$ cat src/rtl/sr_drv_pkg.sv
// Shared types and constants for the SR latch driver.
package sr_drv_pkg;

  // Command sequencing states
  typedef enum logic [1:0] {
    IDLE   = 2'd0,
    PULSE  = 2'd1,
    SETTLE = 2'd2,
    CHECK  = 2'd3
  } state_t;

  localparam int DEF_PULSE_CYCLES  = 4;
  localparam int DEF_SETTLE_CYCLES = 2;

  // Width needed to hold the larger of the two phase lengths
  function automatic int cnt_width(input int pulse_cycles, input int settle_cycles);
    int max_cnt;
    max_cnt = (pulse_cycles > settle_cycles) ? pulse_cycles : settle_cycles;
    if (max_cnt < 1) max_cnt = 1;
    return $clog2(max_cnt + 1);
  endfunction

endpackage

$ cat src/rtl/sync2.sv
// Two-flop synchronizer for a single asynchronous input bit.
module sync2 (
  input  logic clk,
  input  logic rst_n,
  input  logic d,
  output logic q
);

  logic meta;

  // Two back-to-back flops give metastability time to resolve
  always_ff @(posedge clk or negedge rst_n) begin
    if (!rst_n) begin
      meta <= 1'b0;
      q    <= 1'b0;
    end else begin
      meta <= d;
      q    <= meta;
    end
  end

endmodule

$ cat src/rtl/sr_latch_driver.sv
// Command-side controller for an external NOR SR latch: issues a fixed-width
// set/reset pulse, waits for the latch to settle, then checks the readback.
module sr_latch_driver
  import sr_drv_pkg::*;
#(
  parameter int PULSE_CYCLES  = DEF_PULSE_CYCLES,
  parameter int SETTLE_CYCLES = DEF_SETTLE_CYCLES
) (
  input  logic clk,
  input  logic rst_n,
  input  logic cmd_valid,
  input  logic cmd_value,
  output logic cmd_ready,
  output logic set_out,
  output logic reset_out,
  input  logic q_in,
  input  logic qnot_in,
  output logic done,
  output logic fault,
  output logic state_q
);

  localparam int CNT_W = cnt_width(PULSE_CYCLES, SETTLE_CYCLES);
  localparam logic [CNT_W-1:0] PULSE_LOAD  = CNT_W'(PULSE_CYCLES - 1);
  localparam logic [CNT_W-1:0] SETTLE_LOAD = CNT_W'(SETTLE_CYCLES - 1);

  // Reject parameter values that would break the pulse/settle timing
  generate
    if (PULSE_CYCLES < 1) begin : g_bad_pulse
      $error("sr_latch_driver: PULSE_CYCLES must be >= 1");
    end
    if (SETTLE_CYCLES < 2) begin : g_bad_settle
      $error("sr_latch_driver: SETTLE_CYCLES must be >= 2");
    end
  endgenerate

  state_t           state_reg, state_next;
  logic [CNT_W-1:0] cnt_reg, cnt_next;
  logic             val_reg, val_next;
  logic             fault_next, state_q_next;
  logic             set_next, reset_next, done_next, ready_next;
  logic             q_sync, qnot_sync;

  sync2 u_sync_q (
    .clk   (clk),
    .rst_n (rst_n),
    .d     (q_in),
    .q     (q_sync)
  );

  sync2 u_sync_qnot (
    .clk   (clk),
    .rst_n (rst_n),
    .d     (qnot_in),
    .q     (qnot_sync)
  );

  // Next-state, counter and registered-output decode
  always_comb begin
    state_next   = state_reg;
    cnt_next     = cnt_reg;
    val_next     = val_reg;
    fault_next   = fault;
    state_q_next = state_q;

    case (state_reg)
      IDLE: begin
        if (cmd_valid) begin
          val_next   = cmd_value;
          fault_next = 1'b0;
          cnt_next   = PULSE_LOAD;
          state_next = PULSE;
        end
      end
      PULSE: begin
        if (cnt_reg == '0) begin
          cnt_next   = SETTLE_LOAD;
          state_next = SETTLE;
        end else begin
          cnt_next = cnt_reg - CNT_W'(1);
        end
      end
      SETTLE: begin
        if (cnt_reg == '0) begin
          state_next = CHECK;
        end else begin
          cnt_next = cnt_reg - CNT_W'(1);
        end
      end
      CHECK: begin
        // Both rails must agree with the requested value for a pass
        if ((q_sync == val_reg) && (qnot_sync == ~val_reg)) begin
          state_q_next = val_reg;
        end else begin
          fault_next = 1'b1;
        end
        state_next = IDLE;
      end
      default: state_next = IDLE;
    endcase

    // Outputs are decoded from the upcoming state so they can be registered
    // without adding a cycle of latency; only one drive can ever be high.
    set_next   = (state_next == PULSE) &  val_next;
    reset_next = (state_next == PULSE) & ~val_next;
    done_next  = (state_next == CHECK);
    ready_next = (state_next == IDLE);
  end

  // State and output registers; async reset drops the drives immediately
  always_ff @(posedge clk or negedge rst_n) begin
    if (!rst_n) begin
      state_reg <= IDLE;
      cnt_reg   <= '0;
      val_reg   <= 1'b0;
      set_out   <= 1'b0;
      reset_out <= 1'b0;
      done      <= 1'b0;
      cmd_ready <= 1'b1;
      fault     <= 1'b0;
      state_q   <= 1'b0;
    end else begin
      state_reg <= state_next;
      cnt_reg   <= cnt_next;
      val_reg   <= val_next;
      set_out   <= set_next;
      reset_out <= reset_next;
      done      <= done_next;
      cmd_ready <= ready_next;
      fault     <= fault_next;
      state_q   <= state_q_next;
    end
  end

endmodule

$ cat config.mk
export PLATFORM = sky130hd
export DESIGN_NAME = sr_latch_driver
export DESIGN_NICKNAME = d
export VERILOG_FILES = /design/src/rtl/sr_drv_pkg.sv /design/src/rtl/sync2.sv /design/src/rtl/sr_latch_driver.sv
export SDC_FILE = /design/constraint.sdc
export NUM_CORES = 1
export LEC_CHECK = 0
export CORE_MARGIN = 8
export CORE_UTILIZATION = 46
export CTS_CLUSTER_DIAMETER = 150
export CTS_CLUSTER_SIZE = 12
export DETAILED_ROUTE_END_ITERATION = 7
export HOLD_SLACK_MARGIN = 0.02
export PLACE_DENSITY_LB_ADDON = 0.08
export SLEW_MARGIN = 30
export SYNTH_ARGS = -nofsm -noshare
export SYNTH_HDL_FRONTEND = slang
export SYNTH_SLANG_ARGS = --single-unit
$ cat constraint.sdc
create_clock -name clk -period 1.4 [get_ports clk]
set_input_delay 0.28 -clock clk [delete_from_list [all_inputs] [get_ports clk]]
set_output_delay 0.28 -clock clk [all_outputs]
set_load 0.03 [all_outputs]
==> key figures <==
Status
  – Status: complete, but fails checks
  – Failing checks: negative setup slack

Clocking
  – Clock Path Buffers: 2
  – Clk_lat worst skew: 0.28 ns
  – H-tree Lvls: 1
  – Clk sinks: 16
  – Root Buffer: clkbuf_4
  – Reg clk slew, reported paths: 0.09 ns
  – CTS tree: yes
  – CTS buffer count: 3

Power
  – Logic pwr share: 59.1%
  – Int Pwr: 1.486 mW
  – Leak: 0.5665 nW
  – Worst ir drop on vdd: 0.001232 V
  – Clock power share: 12.6%
  – Sequential Power Share: 28.3%
  – Pwr dens: 2005 mW/mm²
  – Switching Fraction: 37.64%
  – Net switching power: 896.8 µW

Floorplan
  – Core Area: 0.001708 mm²
  – Die area: 0.003388 mm²
  – Initial Utilization: 47.99%
  – Io pins: 12
  – Die X: 58.21 µm
  – Die Y: 58.21 µm
  – # rows: 15

Logic synthesis
  – Syn_nets: 80
  – Top-count cell post-synth: dfrtp_1
  – Mapped Area: 819.5 µm²
  – FF+latch count, synth: 16
  – EDFF count, synth: 0
  – Yosys cell types: 28
  – Area contributors post-synth: dfrtp_1 (46%), ha_1 (9.2%), a21oi_1 (4.3%)
  – Sequential-to-total area share from yosys stat: 49.01%
  – Synth top area share: 45.80%
  – Synth warn: 0
  – Syn avg cell area: 12.05 µm²
  – Post-synth ARST share: 100.0%
  – Top cells by count, synth: dfrtp_1 (15), inv_1 (8), a21oi_1 (7)
  – Main synth FF type: dfrtp_1
  – Synth area leader: dfrtp_1
  – Mapped Cells: 68

Drt
  – Met2 wire len: 823 µm
  – DRC Markers: 0
  – Detail Route met3 WL: 53 µm
  – 1st-iter DRT viols: 4
  – DRT Wirelength: 1736 µm
  – Drt via density: 4.768
  – M1 wire length: 807 µm
  – Wire per inst: 13.89 µm
  – DR pass1 iterations: 2
  – Post-route ant nets: 0
  – DR top layer: met4
  – Vias: 596

Critical path
  – Crit-path cells: inv_2 > ha_4 > and2_4 > mux2_4 > nor3b_2
  – Crit Path Max Fanout: 6
  – Slowest stage cell, crit path: dfrtp_1
  – Reg2Reg Depth: 5
  – Slowest Stage Delay on Critical Path: 0.42 ns
  – Req. time, crit path: 1.57 ns
  – Critical path capture point type: flop
  – Data arrival time of the critical path: 1.62 ns
  – Crit path kind: reg -> reg
  – Setup crit start kind: flop

STA
  – RSZ-0062 raised after global routing: yes
  – Skew final: 0.003559 ns
  – Worst Tran Pin Value: 0.3226 ns
  – Slack of the critical path: -0.05708 ns
  – Slew margin rel.: 78.49%
  – Max frequency: 686.3 MHz
  – Count of final hold-check violations: 0
  – Final setup viols: 4
  – Final min period: 1.457 ns
  – Fin. max-slew vios: 0
  – Tcrit/Tclk final: 104.1%
  – Setup TNS: -0.1180 ns

Job
  – Max_cap viols: 0

GRT
  – Global route overflow: 0
  – Initial antenna violation count: 0
  – Largest net degree at the start of global routing: 17
  – Tot GR Track Use: 11.52%
  – First-pass GRT wire length: 2877 µm
  – Number of global-route vias before repair: 631

Layout
  – Final net count: 113
  – Max reg flops: 3
  – N_diodes: 0
  – Design area: 0.001189 mm²
  – Fillcell total: 135
  – Share of layout cells above drive strength 1: 48.00%
  – Post-Layout Cell Count: 125
  – Area growth syn-to-layout: 45.04%

Placed design
  – Placed cell count: 118
  – Final Wtd Congestion: 0.7585
  – Dpl cell area: 0.001062 mm²
  – # port buffers: 11

Min path
  – Worst Hold Class: in -> async
==> path summary, 6_finish.rpt <==
| check | from | slack, ns | end |
|---|---|---|---|
| worst max-delay path | state_reg[0]$_DFF_PN0_ | -0.06 | set_out$_DFF_PN0_ |
| worst min-delay path | rst_n | 0.31 | set_out$_DFF_PN0_ |
| worst max register to register | state_reg[0]$_DFF_PN0_ | -0.06 | set_out$_DFF_PN0_ |
| worst min register to register | u_sync_q.meta$_DFF_PN0_ | 0.36 | u_sync_q.q$_DFF_PN0_ |
| max in group asynchronous | rst_n | 0.84 | cmd_ready$_DFF_PN1_ |
| min in group clk | u_sync_q.meta$_DFF_PN0_ | 0.36 | u_sync_q.q$_DFF_PN0_ |
==> worst max-delay path, delay by kind of cell (launching register included) <==
family,cells,cell delay (ns)
adder cells (fa/ha/maj),1,0.17
buffers and inverters,1,0.11
flip-flops,1,0.42
multiplexers,1,0.32
AND/OR/NAND/NOR,2,0.33
==> through the flow <==
step | worst slack [ns] | hold slack, ns | utilization [%] | power (mW)
2_1_floorplan | -0.1411 | -0.01559 | - | 1.440
3_3_place_gp | -0.2020 | 0.3334 | 62.20 | 1.870
3_5_place_dp | -0.2133 | 0.3356 | 62.20 | 1.892
4_1_cts | -0.03830 | 0.3119 | 67.84 | 2.312
5_1_grt | -0.1275 | 0.3069 | 69.60 | 2.559
6_report | -0.05708 | 0.3100 | 69.60 | 2.383
==> timing repair <==
item | CTS | global route
hold endpoints to repair | 0 | 0
gates resized for setup | 18 | 8
setup buffers | 2 | 1
pin swaps | 7 | 2
setup endpoints to repair | 12 | 8
hold buffers | 0 | 0
==> placed cells by master (no fill, tap or decap), drive strengths merged <==
| cell type | netlist | layout |
|---|---|---|
| buf | 1 | 19 |
| dfrtp | 15 | 15 |
| inv | 8 | 8 |
| a21oi | 7 | 7 |
| ha | 6 | 6 |
| clkdlybuf4s50 | 0 | 5 |
| clkbuf | 0 | 5 |
| dlygate4sd2 | 0 | 4 |
| nor2 | 4 | 4 |
| o21ai | 3 | 3 |
| nand2b | 2 | 2 |
| a21o | 2 | 2 |
| nor3 | 2 | 2 |
| and2 | 2 | 2 |
| mux2 | 2 | 2 |
| nor3b | 2 | 2 |
| nand2 | 2 | 2 |
| a221oi | 1 | 1 |
| o32ai | 1 | 1 |
| mux2i | 1 | 1 |
| nor2b | 1 | 1 |
| nand3b | 1 | 1 |
| nand3 | 1 | 1 |
| o22ai | 1 | 1 |
| a32o | 1 | 1 |
| a32oi | 1 | 1 |
| dfstp | 1 | 1 |
==> power groups by stage <==
stage / clock network (mW) / logic, mW / registers (mW)
after floorplan: 0 / 0.655 / 0.786
after detailed placement: 0 / 1.21 / 0.680
after global routing: 0.339 / 1.53 / 0.689
after CTS: 0.309 / 1.33 / 0.674
final: 0.301 / 1.41 / 0.674
after global placement: 0 / 1.19 / 0.676
==> area by class of cell <==
class	count	area [µm²]	share of cell area (%)
multi-input cells	43	445.4	37.47
flip-flops and latches	16	401.6	33.79
repair buffers	29	244.0	20.53
clock buffers	4	36.28	3.053
well taps	25	31.28	2.632
inverters	8	30.03	2.526
==> metal layers <==
metal | GRT usage, % | vias to the layer above
met1 | 13.71 | 281
met3 | 3.091 | 4
met5 | 0 | -
met4 | 7.692 | 0
met2 | 17.68 | 11
li1 | - | 300
==> cell families after synthesis <==
family                   after synthesis  share of synthesized area (%)
AO/OA/AOI/OAI                         17                          17.56
AND/OR/NAND/NOR                       17                          14.81
flip-flops                            16                          49.01
buffers and inverters                  9                          5.038
adder cells (fa/ha/maj)                6                          9.160
multiplexers                           3                          4.427
Note: power is estimated with default switching activity, not from simulation.
